File: src/rtl/mem_arb_pkg.sv
// Shared definitions for the memory port arbiter: FSM state encoding,
// port IDs and default timing parameters.
package mem_arb_pkg;

  typedef enum logic [1:0] {
    ST_IDLE  = 2'd0,
    ST_ISSUE = 2'd1,
    ST_WAIT  = 2'd2,
    ST_RESP  = 2'd3
  } arb_state_e;

  localparam logic PORT_I = 1'b0;
  localparam logic PORT_D = 1'b1;

  localparam int MEM_LAT_DEF    = 1;
  localparam int STARVE_MAX_DEF = 4;

  // Bits needed to hold values 0..n-1 (at least one bit).
  function automatic int cnt_width(input int n);
    return (n > 1) ? $clog2(n) : 1;
  endfunction

endpackage

File: src/rtl/arb_lat_counter.sv
// Loadable down-counter with zero flag; times the WAIT phase of an access.
module arb_lat_counter
  import mem_arb_pkg::*;
#(
  parameter int W = 1
) (
  input  logic         clk,
  input  logic         reset,
  input  logic         load,
  input  logic [W-1:0] load_val,
  input  logic         dec,
  output logic         zero
);

  logic [W-1:0] cnt;

  // Load has priority; decrement stops at zero.
  always_ff @(posedge clk or negedge reset) begin
    if (!reset)                cnt <= '0;
    else if (load)             cnt <= load_val;
    else if (dec && cnt != '0) cnt <= cnt - 1'b1;
  end

  assign zero = (cnt == '0);

endmodule

File: src/rtl/mem_port_arbiter.sv
// Shares one single-ported synchronous memory between instruction fetch (I)
// and data (D) ports. Each access runs IDLE -> ISSUE -> WAIT -> RESP.
// D has fixed priority. Define MEM_ARB_STARVE_GUARD_EN to force an I grant
// once I has waited STARVE_MAX cycles behind D accesses.
module mem_port_arbiter
  import mem_arb_pkg::*;
#(
  parameter int ADDR_W  = 10,
  parameter int DATA_W  = 32,
  parameter int MEM_LAT = MEM_LAT_DEF
`ifdef MEM_ARB_STARVE_GUARD_EN
  , parameter int STARVE_MAX = STARVE_MAX_DEF
`endif
) (
  input  logic              clk,
  input  logic              reset,
  input  logic              i_req,
  input  logic [ADDR_W-1:0] i_addr,
  output logic              i_ack,
  output logic [DATA_W-1:0] i_rdata,
  input  logic              d_req,
  input  logic              d_we,
  input  logic [ADDR_W-1:0] d_addr,
  input  logic [DATA_W-1:0] d_wdata,
  output logic              d_ack,
  output logic [DATA_W-1:0] d_rdata,
  output logic              mem_en,
  output logic              mem_we,
  output logic [ADDR_W-1:0] mem_addr,
  output logic [DATA_W-1:0] mem_wdata,
  input  logic [DATA_W-1:0] mem_rdata,
  output logic              busy,
  output logic              owner_d
);

  localparam int CNT_W = cnt_width(MEM_LAT);

  arb_state_e state, state_n;
  logic       op_we;
  logic       grant_i, grant_d, force_i, cnt_zero;

`ifdef MEM_ARB_STARVE_GUARD_EN
  localparam int SC_W = cnt_width(STARVE_MAX + 1);
  logic [SC_W-1:0] starve_cnt;

  assign force_i = i_req && (starve_cnt == SC_W'(STARVE_MAX));

  // Count I wait cycles behind a D access; cleared by any I grant.
  always_ff @(posedge clk or negedge reset) begin
    if (!reset)
      starve_cnt <= '0;
    else if (grant_i)
      starve_cnt <= '0;
    else if (busy && owner_d == PORT_D && i_req && starve_cnt != SC_W'(STARVE_MAX))
      starve_cnt <= starve_cnt + 1'b1;
  end
`else
  assign force_i = 1'b0;
`endif

  // Arbitration only happens in IDLE; D wins unless the starve guard fires.
  assign grant_d = (state == ST_IDLE) && d_req && !force_i;
  assign grant_i = (state == ST_IDLE) && i_req && (force_i || !d_req);
  assign busy    = (state != ST_IDLE);

  arb_lat_counter #(.W(CNT_W)) u_lat (
    .clk      (clk),
    .reset    (reset),
    .load     (state == ST_ISSUE),
    .load_val (CNT_W'(MEM_LAT - 1)),
    .dec      (state == ST_WAIT),
    .zero     (cnt_zero)
  );

  // State register.
  always_ff @(posedge clk or negedge reset) begin
    if (!reset) state <= ST_IDLE;
    else        state <= state_n;
  end

  // Next-state logic.
  always_comb begin
    state_n = state;
    case (state)
      ST_IDLE:  if (grant_i || grant_d) state_n = ST_ISSUE;
      ST_ISSUE: state_n = ST_WAIT;
      ST_WAIT:  if (cnt_zero) state_n = ST_RESP;
      default:  state_n = ST_IDLE;
    endcase
  end

  // Registered memory strobes, grant ownership, acks and read data.
  always_ff @(posedge clk or negedge reset) begin
    if (!reset) begin
      mem_en    <= 1'b0;
      mem_we    <= 1'b0;
      mem_addr  <= '0;
      mem_wdata <= '0;
      op_we     <= 1'b0;
      owner_d   <= PORT_I;
      i_ack     <= 1'b0;
      d_ack     <= 1'b0;
      i_rdata   <= '0;
      d_rdata   <= '0;
    end else begin
      mem_en <= 1'b0;
      mem_we <= 1'b0;
      i_ack  <= 1'b0;
      d_ack  <= 1'b0;
      if (grant_d) begin
        owner_d   <= PORT_D;
        mem_en    <= 1'b1;
        mem_we    <= d_we;
        op_we     <= d_we;
        mem_addr  <= d_addr;
        mem_wdata <= d_wdata;
      end else if (grant_i) begin
        owner_d   <= PORT_I;
        mem_en    <= 1'b1;
        op_we     <= 1'b0;
        mem_addr  <= i_addr;
        mem_wdata <= '0;
      end
      if (state == ST_WAIT && cnt_zero) begin
        if (owner_d == PORT_D) begin
          d_ack   <= 1'b1;
          d_rdata <= op_we ? '0 : mem_rdata;
        end else begin
          i_ack   <= 1'b1;
          i_rdata <= mem_rdata;
        end
      end
    end
  end

endmodule

File: config.mk
export PLATFORM = sky130hd
export DESIGN_NAME = mem_port_arbiter
export DESIGN_NICKNAME = d
export VERILOG_FILES = /design/src/rtl/mem_arb_pkg.sv /design/src/rtl/arb_lat_counter.sv /design/src/rtl/mem_port_arbiter.sv
export SDC_FILE = /design/constraint.sdc
export NUM_CORES = 1
export LEC_CHECK = 0
export ABC_AREA = 1
export CAP_MARGIN = 25
export CORE_ASPECT_RATIO = 1.5
export CORE_MARGIN = 5
export CORE_UTILIZATION = 43
export DETAILED_ROUTE_END_ITERATION = 10
export PLACE_DENSITY = 0.81
export SYNTH_ARGS = -nofsm -noshare
export SYNTH_HDL_FRONTEND = slang
export SYNTH_SLANG_ARGS = --single-unit
File: constraint.sdc
create_clock -name clk -period 1.8 [get_ports clk]
set_input_delay 0.36 -clock clk [delete_from_list [all_inputs] [get_ports clk]]
set_output_delay 0.36 -clock clk [all_outputs]
set_load 0.01 [all_outputs]
==> metrics <==
Avg WL per Cell=15.9 microns; Remaining DRCs=0; post-synthesis sequential area ratio=60.9%; vias=4436; Synth top area share=60.9%; Slew Limit Headroom=69.0%; final setup fails=0; Slew Limit Fails=0; grt ovf=0; cell internal pwr=9.10 mW; Worst path slowest cell=dfrtp_1; FF-to-FF End=mem_addr[9]$_DFFE_PN0P_; distinct cell type count after synthesis=15; Setup CP Type=reg2out; Sequential Power Share=32.6%; DR iter-0 viols=160; setup TNS=0 ns; Net Sw Frac=35.3%; initial core utilization=43.2%; Synth Warn #=0; Tcrit/Tclk final=94.3%; Worst setup startpoint=state[0]$_DFFE_PN0P_; Worst Path Arrival=1.34 ns; design area=7570 sq um; Tmin final=1.70 ns; met1 Track Usage GR=25.6%; Net Sw Power=4.96 mW; root buffer cell=clkbuf_16; H-tree levels=4; Ports=201; DRT Wirelength=14300 microns; maximum clock rate=0.589 GHz; Layout Skew=0.00626 ns; Worst EP required=1.44 ns; clk buf depth=2; dominant cells by area after synthesis=dfrtp_1 61%, nand2_1 15%, nand3_1 12%; NumNets Final=832; CP Max Fanout=3; ANT cells=0; die width=95.6 microns; Final ANT Viol Nets=0; placed cell areas=6900 sq um; first-pass GRT wire length=22400 microns; Setup WS post-layout=0.102 ns; max-cap viol count=0; Sequential Area=2880 sq um; CTS Sinks=115; r2r startpoint=state[1]$_DFFE_PN0P_; met2 usage=35.4%; TritonCTS clock tree=done; Clock power frac=23.3%; Synth Instances=534; Layout Area Growth over Synthesis=60.1%; combinational power share=44.1%; Die H=138 microns; setup repair after global routing missed its margin=false; synthesized cell area=4730 sq um; initial antenna violation count=0; Hold Slack=0.436 ns; fillcell total=840; drt pass-1 iters=4; CP Capture Type=output port; HP Class=in2async; R2R depth=11; Multi-input gate area=1530 sq um; Die ar.=13200 sq um; number of buffers created by CTS=17; GPL Wtd Cong=0.812; Total GRT Usage=21.4%; status=finished clean; CP peak stage delay=0.39 ns; PwrDens=1860 nW/um^2; clk_lat worst skew=0.39 ns; worst setup path end=busy; Synth area leader=dfrtp_1; GRT busiest layer=met2; share of cells above drive strength 1=7.32%; Max IR drop VDD=1090 uV; Setup Slack @ Placement=0.0521 ns; clk slew on worst S/H paths=0.06 ns; CP Launch Type=register; Net Count, Synth=627; Global Route met3 Usage=8.53%; final hold violations=0; Cell Rows=47; PortBufs=200; largest net degree at the start of global routing=66; via density per instance=4.94; Reg2Reg Setup Slack=0.17 ns; vias in the first global route=4467; mean post-synth cell area=8.85 sq um; CP cell instances=inv_2 -> ha_4 -> inv_1 -> clkdlybuf4s15_1; Worst Tran Pin Value=0.465 ns; number of synthesized register bits=115; HPWL after DPL=9960 microns; leakage=3.64 nW; Core Area=10900 sq um
==> power groups by stage <==
stage,registers [mW],logic [mW],clock network [mW]
2_1_floorplan,5.08,2.07,0
4_1_cts,4.59,6.16,3.34
3_5_place_dp,4.60,6.10,0
6_report,4.58,6.20,3.28
3_3_place_gp,4.53,5.95,0
5_1_grt,4.74,6.76,3.47
==> kinds of logic after synthesis <==
kind of cell / Yosys count / synth area share (%)
AOI/OAI and AO/OA: 34 / 3.60
adders and majority gates: 4 / 1.06
buffers and inverters: 77 / 7.25
DFF: 115 / 60.9
and+or+nand+nor: 304 / 27.2
==> metal layers <==
metal,vias to the layer above,part of all wire (%)
met1,2106,37
met4,0,0.97
met3,11,10
met2,209,52
met5,-,0
li1,2110,-
==> per-stage QoR <==
stage                     std cells  utilization [%]  total power [mW]
after CTS                       893             68.7              14.1
after global placement          861             63.1              10.5
final                           898             69.2              14.1
after detailed placement        861             63.1              10.7
after global routing            898             69.2              15.0
after floorplan                 534                -              7.14
==> Yosys cell counts <==
cell,number
nand2_1,190
nor3_1,1
o21ai_1,2
inv_1,42
buf_2,16
buf_4,3
nand3_1,111
dfrtp_1,115
nor2_1,1
o21ai_0,32
clkbuf_1,12
buf_6,3
nor3_2,1
ha_1,4
clkinv_1,1
==> worst min-delay path by stage <==
| stage | to | slack [ns] | cells after the start |
|---|---|---|---|
| 5_1_grt | mem_wdata[13]$_DFFE_PN0P_ | 0.47 | 2 |
| 4_1_cts | mem_wdata[13]$_DFFE_PN0P_ | 0.44 | 2 |
| 3_5_place_dp | mem_wdata[13]$_DFFE_PN0P_ | 0.31 | 1 |
| 6_report | mem_wdata[13]$_DFFE_PN0P_ | 0.44 | 2 |
| 2_1_floorplan | d_ack$_DFF_PN0_ | 0.06 | 0 |
| 3_3_place_gp | mem_wdata[13]$_DFFE_PN0P_ | 0.31 | 1 |
==> flip-flops by register name, indices dropped and copies added, names as in the netlist, 2 cells and up <==
register,cells
i_rdata,32
mem_addr,10
state,2
mem_wdata,32
d_rdata,32
==> placed cells by master, fill, tap and decap left out, types with 5 or more instances in the layout <==
master           Yosys  final
o21ai_0             32     32
clkbuf_16            0     18
nand3_1            111    111
buf_4                3     14
inv_1               42     40
clkinvlp_4           0      5
buf_12               0      5
dfrtp_1            115    115
clkdlybuf4s50_1      0    198
nand2_1            190    190
==> worst max-delay path: cells and delay by family (launching register included) <==
kind / cells / cell delay, ns
adder cells (fa/ha/maj): 1 / 0.15
flip-flops: 1 / 0.39
buffers and inverters: 3 / 0.39
==> cell type report <==
cell class / instances / area share, %
clock inverter: 12 / 1.77
sequential: 115 / 38.0
clock buffer: 19 / 5.98
inverter: 43 / 2.13
multi-input combinational: 342 / 20.2
timing repair buffer: 220 / 29.5
tap: 147 / 2.43
==> repair_timing <==
| item | in CTS | in global routing |
|---|---|---|
| gates cloned | 0 | 1 |
| setup buffers | 0 | 4 |
| hold endpoints to repair | 25 | 0 |
| gates resized for setup | 5 | 1 |
| setup endpoints to repair | 1 | 2 |
| hold buffers | 1 | 0 |
| pin swaps | 1 | 2 |
Note: power is estimated with default switching activity, not from simulation.
==> edit, RTL diff (same flow settings) <==
The option `MEM_ARB_STARVE_GUARD_EN` is turned on by a define.
--- a/src/rtl/mem_port_arbiter.sv
+++ b/src/rtl/mem_port_arbiter.sv
@@ -2,6 +2,8 @@
 // and data (D) ports. Each access runs IDLE -> ISSUE -> WAIT -> RESP.
 // D has fixed priority. Define MEM_ARB_STARVE_GUARD_EN to force an I grant
 // once I has waited STARVE_MAX cycles behind D accesses.
+`define MEM_ARB_STARVE_GUARD_EN
+
 module mem_port_arbiter
   import mem_arb_pkg::*;
 #(
Behaviour: no difference found for any inputs over 4 cycles, from zero or initial values and one cycle with reset low; that may be too few to reach the edited logic, so the function may still have changed.
==> edit against the original RTL <==
Fmax is 0.38% higher. Area after synthesis increased by 2.9%. Design area fell by 0.38%. Wire length down 5.9%. Combinational power down 4.2%. Register-to-register slack improved by 0.12 ns. Critical path depth fell by 3. Total power decreased by 4.0%. Count of clock-buffer cells in the layout decreased by 1. Global-route usage fell by 1.1 points. Utilization is 1.0 points lower. Sequential cell count is 3 higher. Worst setup slack improved by 0.0064 ns. Largest cell class unchanged.
==> edit: results <==
{
  "status": "finished, final reports clean",
  "synthArstFlopShare": 1.00,
  "drtIter0Drc": 157,
  "drive_above_1_share": 0.0893,
  "leakagePower_nw": 3.71,
  "skew_ns": 0.00914,
  "cts_root_buffer": "clkbuf_16",
  "synthTopCellsByCount": "nand2_1 (288), dfrtp_1 (118), o21ai_1 (30)",
  "grt_util_all_layers": 0.203,
  "max-clock-path-buffers": 2,
  "seq_area_frac_synth": 0.607,
  "hold_class": "input port to async pin",
  "grt_pass1_wl_mm": 22.2,
  "ir_worst_vdd_mv": 0.921,
  "synthTopCellsByArea": "dfrtp_1 (61%), nand2_1 (22%), o21ai_1 (3.1%)",
  "cp_max_fo": 2,
  "numCtsBuffers": 17,
  "cp.arrival_ns": 1.33,
  "routabilityCongestion": 0.784,
  "tightest_slew_ns": 0.359,
  "htree_levels": 4,
  "dr.pass1.iters": 4,
  "numPortBuffers": 200,
  "crit_slowest_cell": "clkdlybuf4s50_1",
  "ys_types": 27,
  "reg.largest.list": "d_rdata: 32 flops, i_rdata: 32 flops, mem_wdata: 32 flops",
  "antenna_found_initial": 0,
  "cts.clk_slew.worst_paths_ns": 0.05,
  "grt_max_degree": 66,
  "synth_nets": 626,
  "dpl_worst_slack_ns": 0.109,
  "nFillCells": 865,
  "vias_per_cell": 4.75,
  "ys.warnings.count": 0,
  "antenna_cells": 0,
  "postCtsSetupBuffers": 0,
  "grt_pass1_vias": 4478,
  "insertion_delay_ns": 0.40,
  "final_nets": 832,
  "slowest_delay_ns": 0.58,
  "place_hpwl_mm": 9.95,
  "critical_path.top_delay_family": "buffers and inverters",
  "synthFlopType": "dfrtp_1",
  "wirelength_mm": 13.4
}
-- edit: cell type report --
type	count	area, sq um	area share
Inverter	16	65.1	0.00863
Tap cell	147	184	0.0244
Timing Repair Buffer	213	2170	0.288
Clock buffer	18	429	0.0569
Multi-Input combinational cell	372	1630	0.216
Clock inverter	13	110	0.0146
Sequential cell	118	2950	0.392
-- edit: final timing paths --
check                           start          end  slack (ns)  cells after the start
hold / removal                  reset  i_rdata[27]        0.32                      2
hold reg to reg            i_rdata[1]   i_rdata[1]        0.48                      2
setup / recovery           i_rdata[9]   i_rdata[9]        0.11                      1
max in group asynchronous       reset   i_rdata[4]        0.96                      3
min in group clk           i_rdata[1]   i_rdata[1]        0.48                      2
setup reg to reg             state[0]  mem_addr[9]        0.29                      9
-- edit: timing repair --
action,4_1_cts,5_1_grt
cloned,0,0
hold buffers,1,0
gates resized for setup,3,1
setup endpoints to repair,2,1
endpoints found under the hold margin,25,0
-- edit: kinds of logic (layout without fill, tap and decap cells) --
kind of cell               after synthesis  after routing  share of synthesized area
and+or+nand+nor                        331            331                      0.281
xor gates and xnor gates                 1              1                    0.00180
adders and majority gates                5              5                     0.0129
AOI/OAI and AO/OA                       35             35                     0.0386
buffers and inverters                   42            260                     0.0586
DFF                                    118            118                      0.607
-- edit: routing by layer --
metal | up-vias | global-route usage | routed length, um
met5 | - | 0 | 0
met4 | 0 | 0.0607 | 131
met3 | 10 | 0.0721 | 1050
met2 | 173 | 0.360 | 7260
met1 | 2022 | 0.228 | 5000
li1 | 2060 | - | -
-- edit: power breakdown --
group | switching [W] | internal [W]
Sequential | 0.000674 | 0.00385
Clock | 0.00116 | 0.00188
Combinational | 0.00293 | 0.00301
Total | 0.00476 | 0.00874
-- edit: worst register-to-register path: cells and delay by family (launching register included) --
kind	cells	cell delay, ns
buf+inv	4	0.56
flops	1	0.39
simple gates	4	0.32
fa+ha+maj	1	0.16
-- edit: metrics by stage --
step                utilization  hold slack (ns)  area (sq um)  cells  power, W
global placement          0.633            0.175          7000    865    0.0103
CTS                       0.682            0.294          7540    897    0.0137
detailed placement        0.633            0.174          7000    865    0.0106
floorplan                     -           0.0644          4870    532   0.00736
finish                    0.682            0.320          7540    897    0.0135
global route              0.682            0.317          7540    897    0.0144
